<file path="src/rtl/spi_master_pkg.sv">
// Shared types and frame-layout helpers for the SPI master adapter.
package spi_master_pkg;

  typedef enum logic [1:0] {IDLE, START, SHIFT, END} state_e;

  localparam int RX_DEPTH = 2;

  // Flag positions inside an nbits-wide frame; the TX and RX layouts share them.
  function automatic int bit_wrt(input int nbits);
    return nbits - 1;
  endfunction

  function automatic int bit_rd(input int nbits);
    return nbits - 2;
  endfunction

endpackage

</file>
<file path="src/rtl/spi_master_adapter_if.sv">
// Host val/rdy streams plus the SPI pin bundle of the master adapter.
interface spi_master_adapter_if #(
  parameter int nbits = 8
);
  logic [nbits-3:0] recv_msg;
  logic             recv_val;
  logic             recv_rdy;
  logic [nbits-3:0] send_msg;
  logic             send_val;
  logic             send_rdy;
  logic             poll_en;
  logic             spi_sclk;
  logic             spi_cs_n;
  logic             spi_mosi;
  logic             spi_miso;

  modport master (
    input  recv_msg, recv_val, send_rdy, poll_en, spi_miso,
    output recv_rdy, send_msg, send_val, spi_sclk, spi_cs_n, spi_mosi
  );

  modport slave (
    output recv_msg, recv_val, send_rdy, poll_en, spi_miso,
    input  recv_rdy, send_msg, send_val, spi_sclk, spi_cs_n, spi_mosi
  );
endinterface

</file>
<file path="src/rtl/spi_master_adapter_queue.sv">
// Small show-ahead FIFO; the head entry is always visible on deq_msg_o.
module vc_Queue #(
  parameter int nbits       = 6,
  parameter int num_entries = 2,
  localparam int CNT_W      = $clog2(num_entries + 1)
) (
  input  logic             clk,
  input  logic             reset,
  input  logic             enq_val_i,
  input  logic [nbits-1:0] enq_msg_i,
  output logic             deq_val_o,
  input  logic             deq_rdy_i,
  output logic [nbits-1:0] deq_msg_o,
  output logic [CNT_W-1:0] num_free_entries_o
);
  localparam int PTR_W = (num_entries > 1) ? $clog2(num_entries) : 1;
  localparam logic [PTR_W-1:0] PTR_LAST = PTR_W'(num_entries - 1);
  localparam logic [CNT_W-1:0] CNT_FULL = CNT_W'(num_entries);

  logic [nbits-1:0] mem_q [num_entries];
  logic [PTR_W-1:0] wr_ptr_q, wr_ptr_d;
  logic [PTR_W-1:0] rd_ptr_q, rd_ptr_d;
  logic [CNT_W-1:0] count_q, count_d;
  logic             enq_fire;
  logic             deq_fire;

  // A write into a full queue is dropped rather than corrupting the head.
  assign enq_fire = enq_val_i && (count_q != CNT_FULL);
  assign deq_fire = deq_rdy_i && deq_val_o;

  assign deq_val_o          = (count_q != '0);
  assign deq_msg_o          = mem_q[rd_ptr_q];
  assign num_free_entries_o = CNT_FULL - count_q;

  always_comb begin
    wr_ptr_d = wr_ptr_q;
    rd_ptr_d = rd_ptr_q;
    count_d  = count_q + CNT_W'(enq_fire) - CNT_W'(deq_fire);
    if (enq_fire) begin
      wr_ptr_d = (wr_ptr_q == PTR_LAST) ? '0 : wr_ptr_q + 1'b1;
    end
    if (deq_fire) begin
      rd_ptr_d = (rd_ptr_q == PTR_LAST) ? '0 : rd_ptr_q + 1'b1;
    end
  end

  always_ff @(posedge clk or negedge reset) begin
    if (!reset) begin
      wr_ptr_q <= '0;
      rd_ptr_q <= '0;
      count_q  <= '0;
    end else begin
      wr_ptr_q <= wr_ptr_d;
      rd_ptr_q <= rd_ptr_d;
      count_q  <= count_d;
    end
  end

  always_ff @(posedge clk) begin
    if (enq_fire) begin
      mem_q[wr_ptr_q] <= enq_msg_i;
    end
  end

endmodule

</file>
<file path="src/rtl/spi_master_adapter.sv">
// SPI mode-0 master that frames host writes and read polls for an SPI minion
// adapter and queues the minion's returned payloads for the host.
module spi_master_adapter
  import spi_master_pkg::*;
#(
  parameter int nbits   = 8,
  parameter int clk_div = 2
) (
  input  logic                 clk,
  input  logic                 reset,
  spi_master_adapter_if.master bus
);
  localparam int PW    = nbits - 2;
  localparam int WRT   = bit_wrt(nbits);
  localparam int VAL   = WRT;
  localparam int SPC   = bit_rd(nbits);
  localparam int CNT_W = $clog2(clk_div) + 1;
  localparam int BIT_W = $clog2(2 * nbits);
  localparam logic [CNT_W-1:0] CNT_LAST = CNT_W'(clk_div - 1);
  localparam logic [BIT_W-1:0] BIT_LAST = BIT_W'(2 * nbits - 1);

  state_e           state_q;
  logic [CNT_W-1:0] cnt_q, cnt_d;
  logic [BIT_W-1:0] bit_cnt_q;
  logic [nbits-2:0] tx_q;
  logic [nbits-1:0] rx_q;
  logic             frame_wrt_q;
  logic             frame_rd_q;
  logic             spc_ok_q;
  logic             rd_pending_q;
  logic             sclk_q;
  logic             cs_n_q;
  logic             mosi_q;

  logic       recv_rdy;
  logic       hs;
  logic       rd_ok;
  logic       launch;
  logic       tick;
  logic       end_first;
  logic       rx_push;
  logic [1:0] rx_free;

  assign recv_rdy  = reset && (state_q == IDLE) && spc_ok_q;
  assign hs        = bus.recv_val && recv_rdy;
  // Reserve a queue slot for the response of a read already in flight.
  assign rd_ok     = bus.poll_en && (rx_free > {1'b0, rd_pending_q});
  assign launch    = hs || rd_ok || rd_pending_q || !spc_ok_q;
  assign tick      = (cnt_q == CNT_LAST);
  assign cnt_d     = tick ? '0 : cnt_q + CNT_W'(1);
  assign end_first = (state_q == END) && (cnt_q == '0);
  assign rx_push   = end_first && rx_q[VAL];

  assign bus.recv_rdy = recv_rdy;
  assign bus.spi_sclk = sclk_q;
  assign bus.spi_cs_n = cs_n_q;
  assign bus.spi_mosi = mosi_q;

  always_ff @(posedge clk or negedge reset) begin
    if (!reset) begin
      state_q      <= IDLE;
      cnt_q        <= '0;
      bit_cnt_q    <= '0;
      tx_q         <= '0;
      rx_q         <= '0;
      frame_wrt_q  <= 1'b0;
      frame_rd_q   <= 1'b0;
      spc_ok_q     <= 1'b1;
      rd_pending_q <= 1'b0;
      sclk_q       <= 1'b0;
      cs_n_q       <= 1'b1;
      mosi_q       <= 1'b0;
    end else begin
      case (state_q)
        IDLE: begin
          if (launch) begin
            // MSB goes straight to MOSI; tx_q keeps the remaining bits.
            tx_q        <= {rd_ok, hs ? bus.recv_msg : {PW{1'b0}}};
            frame_wrt_q <= hs;
            frame_rd_q  <= rd_ok;
            mosi_q      <= hs;
            cs_n_q      <= 1'b0;
            cnt_q       <= '0;
            state_q     <= START;
          end
        end
        START: begin
          cnt_q <= cnt_d;
          if (tick) begin
            state_q   <= SHIFT;
            bit_cnt_q <= '0;
            sclk_q    <= 1'b1;
            rx_q      <= {rx_q[nbits-2:0], bus.spi_miso};
          end
        end
        SHIFT: begin
          cnt_q <= cnt_d;
          if (tick) begin
            if (bit_cnt_q == BIT_LAST) begin
              state_q <= END;
              cs_n_q  <= 1'b1;
              mosi_q  <= 1'b0;
            end else begin
              bit_cnt_q <= bit_cnt_q + BIT_W'(1);
              if (!bit_cnt_q[0]) begin
                sclk_q <= 1'b0;
                mosi_q <= tx_q[nbits-2];
                tx_q   <= {tx_q[nbits-3:0], 1'b0};
              end else begin
                sclk_q <= 1'b1;
                rx_q   <= {rx_q[nbits-2:0], bus.spi_miso};
              end
            end
          end
        end
        END: begin
          cnt_q <= cnt_d;
          if (end_first) begin
            rd_pending_q <= frame_rd_q;
            // A write consumes the minion's credit; only a later probe restores it.
            spc_ok_q     <= frame_wrt_q ? 1'b0 : rx_q[SPC];
          end
          if (tick) begin
            state_q <= IDLE;
          end
        end
        default: state_q <= IDLE;
      endcase
    end
  end

  vc_Queue #(
    .nbits       (PW),
    .num_entries (RX_DEPTH)
  ) rx_queue (
    .clk                (clk),
    .reset              (reset),
    .enq_val_i          (rx_push),
    .enq_msg_i          (rx_q[PW-1:0]),
    .deq_val_o          (bus.send_val),
    .deq_rdy_i          (bus.send_rdy),
    .deq_msg_o          (bus.send_msg),
    .num_free_entries_o (rx_free)
  );

endmodule
</file>
<file path="src/flat_wrapper.sv">
// flat-port wrapper written by rule: the top's interface ports become plain ports
module spi_master_adapter_flat import spi_master_pkg::*;
#(
  parameter int nbits   = 8,
  parameter int clk_div = 2
)
  (clk, reset, bus_recv_msg, bus_recv_val, bus_send_rdy, bus_poll_en, bus_spi_miso, bus_recv_rdy, bus_send_msg, bus_send_val, bus_spi_sclk, bus_spi_cs_n, bus_spi_mosi);
  spi_master_adapter_if #(.nbits(nbits)) bus_i ();
  input  logic clk;
  input  logic reset;
  input wire logic [$bits(bus_i.recv_msg)-1:0] bus_recv_msg;
  input wire logic [$bits(bus_i.recv_val)-1:0] bus_recv_val;
  input wire logic [$bits(bus_i.send_rdy)-1:0] bus_send_rdy;
  input wire logic [$bits(bus_i.poll_en)-1:0] bus_poll_en;
  input wire logic [$bits(bus_i.spi_miso)-1:0] bus_spi_miso;
  output wire logic [$bits(bus_i.recv_rdy)-1:0] bus_recv_rdy;
  output wire logic [$bits(bus_i.send_msg)-1:0] bus_send_msg;
  output wire logic [$bits(bus_i.send_val)-1:0] bus_send_val;
  output wire logic [$bits(bus_i.spi_sclk)-1:0] bus_spi_sclk;
  output wire logic [$bits(bus_i.spi_cs_n)-1:0] bus_spi_cs_n;
  output wire logic [$bits(bus_i.spi_mosi)-1:0] bus_spi_mosi;
  assign bus_i.recv_msg = bus_recv_msg;
  assign bus_i.recv_val = bus_recv_val;
  assign bus_i.send_rdy = bus_send_rdy;
  assign bus_i.poll_en = bus_poll_en;
  assign bus_i.spi_miso = bus_spi_miso;
  assign bus_recv_rdy = bus_i.recv_rdy;
  assign bus_send_msg = bus_i.send_msg;
  assign bus_send_val = bus_i.send_val;
  assign bus_spi_sclk = bus_i.spi_sclk;
  assign bus_spi_cs_n = bus_i.spi_cs_n;
  assign bus_spi_mosi = bus_i.spi_mosi;
  spi_master_adapter #(.nbits(nbits), .clk_div(clk_div)) u_core (.clk(clk), .reset(reset), .bus(bus_i));
endmodule
</file>
<file path="config.mk">
export PLATFORM = sky130hd
export DESIGN_NAME = spi_master_adapter_flat
export DESIGN_NICKNAME = d
export VERILOG_FILES = /design/src/rtl/spi_master_pkg.sv /design/src/rtl/spi_master_adapter_if.sv /design/src/rtl/spi_master_adapter_queue.sv /design/src/rtl/spi_master_adapter.sv /design/src/flat_wrapper.sv
export SDC_FILE = /design/constraint.sdc
export NUM_CORES = 1
export LEC_CHECK = 0
export ABC_AREA = 1
export CORE_MARGIN = 1
export CORE_UTILIZATION = 30
export CTS_BUF_LIST = sky130_fd_sc_hd__clkbuf_16
export CTS_CLUSTER_SIZE = 30
export DETAILED_ROUTE_END_ITERATION = 6
export PLACE_DENSITY = 0.53
export RECOVER_POWER = 25
export SLEW_MARGIN = 10
export SYNTH_ARGS = -nofsm -noshare
export SYNTH_HDL_FRONTEND = slang
export SYNTH_HIERARCHICAL = 1
export SYNTH_SLANG_ARGS = --single-unit
</file>
<file path="constraint.sdc">
create_clock -name clk -period 5.7 [get_ports clk]
set_input_delay 0.855 -clock clk [delete_from_list [all_inputs] [get_ports clk]]
set_output_delay 0.855 -clock clk [all_outputs]
set_load 0.02 [all_outputs]
</file>
==> results.json, run 1 <==
{
  "die_height_um": 90.0,
  "rsz0062_at_grt": "false",
  "max_stage_delay_ns": 0.60,
  "fmax_mhz": 289,
  "grtUsageTotal_pct": 11.3,
  "routed_wl_um": 4070,
  "grt_first_pass_wirelength_um": 7450,
  "grtUsageMet1_pct": 14.9,
  "whs_endpoint": "u_core/bus.spi_cs_n",
  "p_int_uw": 853,
  "synth_top_area_share_pct": 34.5,
  "syn_inst": 265,
  "crit_chain": "dlygate4sd3_1 > buf_4 > nand3_1 > inv_1 > clkdlybuf4s50_1",
  "grt-busiest-layer": "met2",
  "min_path_cells": 2,
  "synth_edf_count": 12,
  "p_sw_uw": 595,
  "leakage_nw": 1.35,
  "synth_area_leader_cell": "dfrtp_1",
  "ys_types": 31,
  "path_clk_slew_ns": 0.06,
  "die_area_um2": 8100,
  "hold_class": "reg2reg",
  "period_share_pct": 60.8,
  "slew_headroom_pct": 43.4,
  "cts_resized": 0,
  "path_max_fanout": 36,
  "fillCellCount": 767,
  "gp_congestion": 0.781,
  "drtIter0Drc": 94,
  "antennaDiodeCount": 0,
  "ios": 23,
  "finalSetupViolCount": 0,
  "dr.pass1.iters": 4,
  "synth_most_common_cell": "nand2_1",
  "grtUsageMet2_pct": 17.8,
  "final_max_slew_viol_count": 0,
  "initial_core_util_pct": 31.5,
  "antenna_found_initial": 0,
  "async_reset_ff_share_pct": 73.9,
  "clock_latency_ns": 0.29,
  "tns_ns": 0,
  "r2r_start": "u_core/state_q[0]",
  "syn-cell-area_um2": 2320,
  "pwr-share-comb_pct": 43.3,
  "critical_path_class": "in2out",
  "period_minus_slack_ns": 3.47,
  "ys_top_cells_by_count": "nand2_1, dfrtp_1, inv_1",
  "synth_nets": 287,
  "worst_setup_path_end_kind": "primary output",
  "regArea_um2": 1210,
  "area_delta_synth_final_pct": 20.0,
  "postCtsSetupBuffers": 0,
  "fp-row-count": 31,
  "ctsHoldBuffers": 0,
  "arrival_ns": 2.61,
  "cts_buffers": 5,
  "min_from": "u_core/bus.spi_cs_n",
  "switching_share_pct": 41.1,
  "reg2regPathDepth": 7,
  "coreArea_um2": 7370,
  "drv_cap": 0,
  "yosysSeqAreaShare_pct": 52.3,
  "synth.area.top_cells": "dfrtp_1, nand2_1, edfxtp_1",
  "io_buffers": 22,
  "die_x_um": 90.0,
  "drive_above_1_share_pct": 10.3,
  "vdd_drop_max_mv": 0.247,
  "crit_slowest_cell": "clkdlybuf4s50_1",
  "cts_tree": "yes",
  "p_per_area_nw_per_um2": 520,
  "finalHoldViolations": 0,
  "multi_input_area_um2": 941,
  "num_vias": 1660,
  "synth-seq-cells": 46,
  "fin_nets": 312,
  "htreeDepth": 2,
  "worstSetupStartpointType": "primary input",
  "cts_max_path_buffers": 2,
  "use_met3_pct": 2.88,
  "pre_cts_ws_ns": 2.26,
  "yosysWarnings": 6,
  "reg2reg_to": "u_core/rx_q[1]",
  "vias_per_cell": 4.26,
  "p_clk_share_pct": 20.2,
  "clock-sinks": 46,
  "drtAntennaViolNets": 0,
  "wl_per_cell_um": 10.4,
  "grt_pass1_vias": 1657,
  "status": "finished, final reports clean",
  "dp_hpwl_um": 2940,
  "clock-skew-final_ns": 0.00400,
  "setup_slack_ns": 2.23,
  "drc": 0,
  "tightest_slew_ns": 0.849,
  "clock-root-buffer": "clkbuf_16",
  "grt_max_degree": 37,
  "gr-total-overflow": 0,
  "cp.required_ns": 4.85,
  "synth_area_per_cell_um2": 8.76,
  "r2r_setup_slack_ns": 3.44,
  "synthFlopType": "dfrtp_1",
  "seq_power_share_pct": 36.5
}
-- layout make-up --
class / instances / share of cell area, %
inverter: 34 / 4.67
multi-input combinational: 180 / 33.8
clock inverter: 3 / 0.898
clock buffer: 5 / 4.49
tap: 99 / 4.45
sequential: 46 / 43.6
timing repair buffer: 23 / 8.17
-- power groups by stage --
stage	Sequential, mW	Combinational, mW	Clock (mW)
after detailed placement	0.535	0.632	0
after global routing	0.543	0.727	0.316
after CTS	0.529	0.635	0.304
final	0.529	0.627	0.293
after floorplan	0.520	0.483	0
after global placement	0.534	0.626	0
-- metal layers --
metal / share of wire [%] / vias up
met4: 1.7 / 0
met3: 3.5 / 7
met5: 0 / -
met1: 53 / 745
li1: - / 881
met2: 42 / 27
-- kinds of logic (layout without fill, tap and decap cells) --
kind of cell,count (synthesis),count (layout),synth area share (%)
adders and majority gates,10,10,5.39
DFF,46,46,52.3
and+or+nand+nor,145,145,27.0
xor gates and xnor gates,3,3,1.13
AOI/OAI and AO/OA,22,22,7.00
buffers and inverters,39,65,7.22
-- worst max path at each step --
| stage | slack, ns | to | depth (start not counted) | from |
|---|---|---|---|---|
| floorplan | 3.78 | bus_recv_rdy | 2 | reset |
| global placement | 2.28 | bus_recv_rdy | 5 | reset |
| detailed placement | 2.26 | bus_recv_rdy | 5 | reset |
| CTS | 2.25 | bus_recv_rdy | 5 | reset |
| global route | 2.05 | bus_recv_rdy | 5 | reset |
| finish | 2.23 | bus_recv_rdy | 5 | reset |
-- layout by cell type, fill, tap and decap left out, types with 2 or more instances in the layout --
master	Yosys	layout
dfrtp_1	32	32
ha_1	10	10
clkbuf_16	0	5
nand2_4	2	2
o21ai_0	8	8
inv_1	31	31
edfxtp_1	12	12
nand3_1	16	16
inv_2	2	2
o21ai_2	6	6
nand2_2	2	2
nor2_1	13	13
dfstp_2	2	2
xor2_1	3	3
nand4_1	4	4
clkdlybuf4s50_1	0	21
o21ai_1	3	3
o21a_1	2	2
nand2_1	101	101
-- critical path, delay by kind of cell --
kind	cells	cell delay (ns)
buf+inv	4	1.62
simple gates	1	0.13
-- through the flow --
stage	instances	total power [mW]	instance area [um^2]	hold slack, ns	util, %
global route	390	1.59	2790	0.493	37.8
global placement	382	1.16	2640	0.459	35.8
detailed placement	382	1.17	2640	0.461	35.8
floorplan	265	1.00	2320	0.433	-
CTS	390	1.47	2790	0.470	37.8
finish	390	1.45	2790	0.466	37.8
-- registers in the layout, indices dropped and copies added (netlist names), 2 cells and up --
register	count
u_core/cnt_q	2
u_core/tx_q	7
u_core/rx_queue/mem_q	12
u_core/rx_q	8
u_core/bit_cnt_q	4
u_core/rx_queue/count_q	2
u_core/state_q	2
(Power assumes the default switching activity.)
==> run 2: changes to the inputs <==
clock period = 3.3 ns   (was 5.7 ns; I/O delays follow)
==> results.json, run 2 (synthesis gave the netlist of run 1 again) <==
{
  "crit_cells": 5,
  "routed_wl_um": 4090,
  "largest-register": "u_core/rx_queue/mem_q",
  "crit_slowest_cell": "clkdlybuf4s50_1",
  "p_per_area_nw_per_um2": 895,
  "io_buffers": 22,
  "fmax_mhz": 414,
  "grtUsageTotal_pct": 11.7,
  "dp_hpwl_um": 2940,
  "vdd_drop_max_mv": 0.386,
  "p_int_mw": 1.48,
  "coreArea_um2": 7370,
  "path_clk_slew_ns": 0.06,
  "drive_above_1_share_pct": 10.6,
  "reg2reg_to": "u_core/rx_queue/mem_q[1][5]",
  "drc": 0,
  "pwr-share-comb_pct": 43.5,
  "grt_pass1_vias": 1640,
  "r2r_setup_slack_ns": 1.15,
  "reg_top3": "u_core/rx_queue/mem_q: 12 flops, u_core/rx_q: 8 flops, u_core/tx_q: 7 flops",
  "cts_max_path_buffers": 2,
  "die_height_um": 90.0,
  "finalHoldViolations": 0,
  "antenna_found_initial": 0,
  "drv_cap": 0,
  "crit_chain": "inv_1 > ha_1 > nand3_1 > inv_1 > clkdlybuf4s50_1",
  "worstSetupStartpointType": "register",
  "fin_nets": 313,
  "hold_class": "reg2reg",
  "postCtsSetupBuffers": 0,
  "layout_common_cells": "nand2_1, dfrtp_1, inv_1",
  "initial_core_util_pct": 31.5,
  "period_share_pct": 73.2,
  "gp_congestion": 0.774,
  "p_clk_share_pct": 19.9,
  "ios": 23,
  "dr.pass1.iters": 6,
  "wl_per_cell_um": 10.5,
  "grt_max_degree": 36,
  "grtUsageMet2_pct": 17.7,
  "arrival_ns": 1.92,
  "clock-sinks": 46,
  "cp_top_family": "buffers and inverters",
  "cts_buffers": 5,
  "worst_setup_path_end_kind": "primary output",
  "min_path_cells": 2,
  "total_power_mw": 2.50,
  "clock-root-buffer": "clkbuf_16",
  "reg2regPathDepth": 7,
  "die_x_um": 90.0,
  "gr-total-overflow": 0,
  "die_area_um2": 8100,
  "rsz0062_at_grt": "false",
  "largest_reg_flops": 12,
  "cts_resized": 0,
  "ctsHoldBuffers": 0,
  "switching_share_pct": 40.9,
  "final_max_slew_viol_count": 0,
  "drtAntennaViolNets": 0,
  "grt_first_pass_wirelength_um": 7520,
  "htreeDepth": 2,
  "slew_headroom_pct": 62.4,
  "fp-row-count": 31,
  "antennaDiodeCount": 0,
  "whs_endpoint": "u_core/bus.spi_cs_n",
  "seq_power_share_pct": 36.6,
  "crit_buf_inv": 3,
  "cts_tree": "yes",
  "grt-busiest-layer": "met2",
  "drtIter0Drc": 79,
  "tns_ns": 0,
  "critical_path_class": "reg2out",
  "area_delta_synth_final_pct": 20.2,
  "final_common_cell": "nand2_1",
  "status": "finished, final reports clean",
  "min_from": "u_core/bus.spi_cs_n",
  "use_met3_pct": 2.96,
  "grtUsageMet1_pct": 15.9,
  "clock-skew-final_ns": 0.00405,
  "tightest_slew_ns": 0.563,
  "r2r_start": "u_core/state_q[0]",
  "period_minus_slack_ns": 2.42,
  "path_max_fanout": 5,
  "cp.required_ns": 2.80,
  "finalSetupViolCount": 0,
  "vias_per_cell": 4.22,
  "p_sw_mw": 1.02,
  "max_stage_delay_ns": 0.61,
  "crit_top_cell": "inv_1",
  "clock_latency_ns": 0.29,
  "num_vias": 1650,
  "leakage_nw": 1.35
}
==> run 2: cell types whose count changed in the layout (fill, tap and decap cells not counted), sizes merged <==
cell / delta
inv: -1
clkinv: +1
buf: +1
==> run 2: worst max path at each step <==
stage | startpoint | endpoint | slack, ns
4_1_cts | u_core/state_q[0] | bus_recv_rdy | 0.87
3_3_place_gp | reset | u_core/tx_q[6] | 0.92
5_1_grt | u_core/state_q[0] | bus_recv_rdy | 0.77
2_1_floorplan | u_core/state_q[0] | u_core/rx_queue/count_q[1] | 1.52
3_5_place_dp | reset | u_core/state_q[0] | 0.87
6_report | u_core/state_q[0] | bus_recv_rdy | 0.88
==> run 2: layout make-up <==
type	instances	area, um^2
Sequential cell	46	1210
Tap cell	99	124
Clock buffer	5	125
Fill cell	761	4580
Timing Repair Buffer	24	235
Clock inverter	3	21.3
Inverter	34	130
Multi-Input combinational cell	180	941
==> run 2: through the flow <==
stage | instances | area (um^2) | hold WS (ns) | setup WS (ns) | utilization [%]
4_1_cts | 391 | 2790 | 0.477 | 0.867 | 37.9
6_report | 391 | 2790 | 0.470 | 0.884 | 37.9
3_5_place_dp | 383 | 2640 | 0.459 | 0.866 | 35.9
3_3_place_gp | 383 | 2640 | 0.458 | 0.921 | 35.9
2_1_floorplan | 265 | 2320 | 0.199 | 1.52 | -
5_1_grt | 391 | 2790 | 0.494 | 0.773 | 37.9
==> run 2: worst min-delay path, stage by stage (launching register included) <==
cell     delay, ns
dfstp_2       0.37
nand2_1       0.05
nand2_1       0.05
==> run 2: power groups by stage <==
stage                     logic [mW]  registers (mW)  clock network (mW)
after floorplan                0.834           0.898                   0
after global placement          1.09           0.924                   0
after detailed placement        1.09           0.928                   0
after CTS                       1.10           0.918               0.509
after global routing            1.26           0.941               0.531
final                           1.09           0.914               0.498
==> run 2: per-layer routing <==
metal | up-vias | wire, um
met4 | 0 | 71
met1 | 729 | 2130
li1 | 888 | -
met2 | 25 | 1750
met5 | - | 0
met3 | 8 | 145
==> run 3: changes to the inputs <==
clock period = 2.4 ns   (was 3.3 ns; I/O delays follow)
==> results.json, run 3 (synthesis gave the netlist of run 1 again) <==
{
  "status": "finished, final reports clean",
  "switching_share_pct": 40.0,
  "clock-sinks": 46,
  "pwr-share-comb_pct": 42.6,
  "p_per_area_nw_per_um2": 1260,
  "antenna_found_initial": 0,
  "finalHoldViolations": 0,
  "utilization_pct": 38.3,
  "ios": 23,
  "seq_power_share_pct": 35.3,
  "cts_buffers": 5,
  "crit_start": "u_core/state_q[0]",
  "fp-row-count": 31,
  "setup_slack_ns": 0.171,
  "drc": 0,
  "coreArea_um2": 7370,
  "dr.pass1.iters": 6,
  "grtUsageTotal_pct": 11.9,
  "final_common_cell": "nand2_1",
  "cts_max_path_buffers": 2,
  "postCtsSetupBuffers": 0,
  "dp_hpwl_um": 3110,
  "tns_ns": 0,
  "hold_class": "reg2reg",
  "area_delta_synth_final_pct": 21.5,
  "cts_resized": 0,
  "reg_top3": "u_core/rx_queue/mem_q: 12 flops, u_core/rx_q: 8 flops, u_core/tx_q: 7 flops",
  "p_sw_mw": 1.43,
  "drtIter0Drc": 84,
  "vias_per_cell": 4.30,
  "initial_core_util_pct": 31.5,
  "gr-total-overflow": 0,
  "num_vias": 1688,
  "period_share_pct": 92.9,
  "pre_cts_ws_ns": 0.286,
  "slew_headroom_pct": 51.5,
  "worstSetupStartpointType": "register",
  "wl_per_cell_um": 11.1,
  "path_max_fanout": 5,
  "gp_congestion": 0.785,
  "vdd_drop_max_mv": 0.500,
  "rsz0062_at_grt": "false",
  "die_height_um": 90.0,
  "post_dp_cell_area_um2": 2660,
  "leakage_nw": 1.37,
  "ctsHoldBuffers": 0,
  "fillCellCount": 775,
  "cts_tree": "yes",
  "grt_pass1_vias": 1638,
  "arrival_ns": 1.87,
  "fin_area_um2": 2820,
  "routed_wl_um": 4350,
  "p_clk_share_pct": 22.0,
  "path_clk_slew_ns": 0.06,
  "drive_above_1_share_pct": 10.5,
  "tightest_slew_ns": 0.727,
  "layout_common_cells": "nand2_1, inv_1, dfrtp_1",
  "clock_latency_ns": 0.29,
  "antennaDiodeCount": 0,
  "io_buffers": 22,
  "largest-register": "u_core/rx_queue/mem_q",
  "period_minus_slack_ns": 2.23,
  "total_power_mw": 3.56,
  "critical_path_class": "reg2out",
  "finalSetupViolCount": 0,
  "die_area_um2": 8100,
  "grt_max_degree": 22,
  "fin_nets": 315,
  "r2r_start": "u_core/state_q[0]",
  "htreeDepth": 2,
  "clock-skew-final_ns": 0.00303,
  "clock-root-buffer": "clkbuf_16",
  "p_int_mw": 2.13,
  "final_max_slew_viol_count": 0,
  "worst_setup_path_end_kind": "primary output",
  "min_from": "u_core/bus.spi_cs_n",
  "fmax_mhz": 449,
  "drv_cap": 0,
  "largest_reg_flops": 12,
  "drtAntennaViolNets": 0,
  "cp.required_ns": 2.04,
  "die_x_um": 90.0,
  "grt_first_pass_wirelength_um": 7650
}
[run 3: final timing paths]
| check | end | slack (ns) | depth (start not counted) |
|---|---|---|---|
| setup reg to reg | u_core/rx_queue/mem_q[1][3] | 0.29 | 7 |
| setup / recovery | bus_recv_rdy | 0.17 | 5 |
| max in group asynchronous | u_core/bit_cnt_q[0] | 1.22 | 2 |
| hold / removal | u_core/bus.spi_cs_n | 0.47 | 2 |
| min in group asynchronous | u_core/frame_wrt_q | 0.58 | 2 |
| hold reg to reg | u_core/bus.spi_cs_n | 0.47 | 2 |
[run 3: power groups by stage]
stage | clock network [mW] | logic [mW] | registers [mW]
final | 0.784 | 1.52 | 1.26
after global routing | 0.836 | 1.73 | 1.29
after CTS | 0.809 | 1.54 | 1.26
after detailed placement | 0 | 1.52 | 1.27
after global placement | 0 | 1.51 | 1.27
after floorplan | 0 | 1.15 | 1.23
[run 3: cell type report]
cell class | count | area [um^2] | share of cell area, %
Sequential cell | 46 | 1210 | 43.0
Multi-Input combinational cell | 180 | 941 | 33.3
Timing Repair Buffer | 26 | 246 | 8.74
Inverter | 34 | 130 | 4.61
Clock buffer | 5 | 125 | 4.43
Tap cell | 99 | 124 | 4.39
Clock inverter | 3 | 41.3 | 1.46
[run 3: metrics by stage]
step,cells,hold WS (ns)
after floorplan,265,0.0644
after global placement,385,0.456
after detailed placement,385,0.460
after CTS,393,0.476
after global routing,393,0.497
final,393,0.472
[run 3: critical path, cell delays in order (launching register included)]
cell             delay, ns
dfrtp_1               0.41
inv_1                 0.13
ha_1                  0.27
nand3_1               0.10
inv_1                 0.08
clkdlybuf4s50_1       0.60
[run 3: layer usage]
layer / track usage (%) / part of all wire (%) / up-vias / routed length, um
li1: - / - / 887 / -
met1: 15.2 / 50 / 770 / 2170
met2: 19.4 / 46 / 24 / 1990
met3: 2.88 / 3.0 / 7 / 130
met4: 4.44 / 1.4 / 0 / 60
met5: 0 / 0 / - / 0
==> variant: new RTL, settings of run 2 <==
`nbits` is set to 8 in 3 places; all go to 16.
--- a/src/rtl/spi_master_adapter_if.sv
+++ b/src/rtl/spi_master_adapter_if.sv
@@ -1,5 +1,5 @@
 // Host val/rdy streams plus the SPI pin bundle of the master adapter.
 interface spi_master_adapter_if #(
-  parameter int nbits = 8
+  parameter int nbits = 16
 );
   logic [nbits-3:0] recv_msg;
--- a/src/rtl/spi_master_adapter.sv
+++ b/src/rtl/spi_master_adapter.sv
@@ -4,5 +4,5 @@
   import spi_master_pkg::*;
 #(
-  parameter int nbits   = 8,
+  parameter int nbits   = 16,
   parameter int clk_div = 2
 ) (
--- a/src/flat_wrapper.sv
+++ b/src/flat_wrapper.sv
@@ -2,5 +2,5 @@
 module spi_master_adapter_flat import spi_master_pkg::*;
 #(
-  parameter int nbits   = 8,
+  parameter int nbits   = 16,
   parameter int clk_div = 2
 )
Interface: changed (resized bus_recv_msg and bus_send_msg); port bits go from 23 to 39. The function was not compared with the original's and may differ.
==> variant against run 2 <==
Routed wire length increased by 79%. Area after synthesis up 57%. Maximum frequency fell by 5.3%. Setup slack worse by 0.13 ns. Cell area rose by 59%. Final cell count rose by 52%. Largest power group is now registers. Total power shrank 16%. Sequential cell count up 33.
==> variant: results (changes against run 2) <==
met3 routing resource usage after global routing 3.78% (+0.82 points); number of clock buffers inserted by TritonCTS 9 (+4); DP HPWL 4850 microns (+65%); outcome complete, no violations; top cells by count, synth nand2_1, dfrtp_1, nand3_1; average via count per standard cell 4.50 (+6.6%); Crit path arrival time 2.82 ns (+0.90 ns); number of buffers added to fix hold violations after cts 0 (unchanged); Worst Reg-to-Reg Cells 6 (-1); placeable core area 11,700 sq um (+58%); Max H-tree Level 3 (+1); Max IR drop VDD 0.199 mV (-48%); library cells used by synthesis 29 (-6.5%); Filler Cell Count 1,168 (+53%); highest routing layer actually used met4; final net count 478 (+53%); smallest hold slack 0.113 ns (-0.357 ns); Post-Place Cells 579 (+51%); most common flop cell mapped by yosys dfrtp_1; class of the tightest hold or removal check in -> async; Final Total Pwr 0.00210 W (-16%); Power Internal 0.00164 W (+11%); Avg Synthesized Cell Area 8.96 sq um (+2.3%); relative contribution of sequential cells to total power 49.3% (+13 points); average wire length per cell after detail routing 12.3 microns (+18%); met2 routing resource usage after global routing 20.0% (+2.3 points); vias after detailed routing 2,677 (+62%); first-pass GRT wire length 12,400 microns (+65%); Buffers on Ports 38 (+73%); main area contributors after synthesis dfrtp_1, edfxtp_1, nand2_1; vias in the first global route 2,605 (+59%); Placed Area 4140 sq um (+57%); Post-synth EDFFs 28 (+16); Worst Tran Pin Value 1.15 ns (+0.587 ns); capture instance of the worst register-to-register path u_core/rx_q[14]$_DFFE_PN0P_; number of nets produced by synthesis 439 (+53%); met1 Resource Use GR 16.3% (+0.40 points); largest fanout on the critical path 22 (+17); fraction of registers with async set or reset after synthesis 64.6% (-9.4 points); total global routing track utilization 12.6% (+0.96 points); routed length on met1 3560 microns (+67%); met2 wire len 3380 microns (+94%); clock tree skew after final layout 0.00907 ns (+0.00502 ns); Leakage 2.13 nW (+58%); DR iter-0 viols 138 (+75%); largest net degree at the start of global routing 47 (+31%); drt first pass iters 4 (-2); setup slack of the worst register-to-register path 0.75 ns (-0.40 ns)
variant: cells by family (layout without fill, tap and decap cells):
kind of cell | after synthesis | count (layout) | synth area share, %
compound gates | 13 | 13 | 2.12
xor+xnor | 4 | 4 | 0.958
fa+ha+maj | 11 | 11 | 3.76
buf+inv | 45 | 89 | 6.09
flops | 79 | 79 | 58.0
simple gates | 256 | 256 | 29.1
variant: how the worst max path moves through the flow:
stage | startpoint | to | slack [ns] | cells past startpoint
6_report | u_core/state_q[0]$_DFFE_PN0P_ | u_core/rx_q[14]$_DFFE_PN0P_ | 0.75 | 6
5_1_grt | u_core/state_q[0]$_DFFE_PN0P_ | u_core/rx_q[15]$_DFFE_PN0P_ | 0.55 | 6
4_1_cts | u_core/state_q[0]$_DFFE_PN0P_ | u_core/rx_q[14]$_DFFE_PN0P_ | 0.73 | 6
3_5_place_dp | u_core/state_q[0]$_DFFE_PN0P_ | u_core/rx_q[14]$_DFFE_PN0P_ | 0.75 | 6
3_3_place_gp | u_core/state_q[0]$_DFFE_PN0P_ | u_core/rx_q[14]$_DFFE_PN0P_ | 0.85 | 6
2_1_floorplan | u_core/state_q[0]$_DFFE_PN0P_ | u_core/rx_queue/mem_q[1][0]$_DFFE_PP_ | 1.23 | 7
variant: cell type report:
cell class / instances / area [sq um] / share of cell area, %
clock buffer: 9 / 225 / 5.07
sequential: 79 / 2120 / 47.7
tap: 143 / 179 / 4.03
timing repair buffer: 42 / 402 / 9.04
clock inverter: 7 / 81.3 / 1.83
multi-input combinational: 284 / 1320 / 29.6
inverter: 31 / 119 / 2.68
variant: worst max-delay path: stages (launching register included):
cell,delay [ns]
dfrtp_1,0.41
inv_1,0.11
ha_1,0.70
nand2_1,0.56
nand2_2,0.49
nor2_1,0.09
a21oi_2,0.11
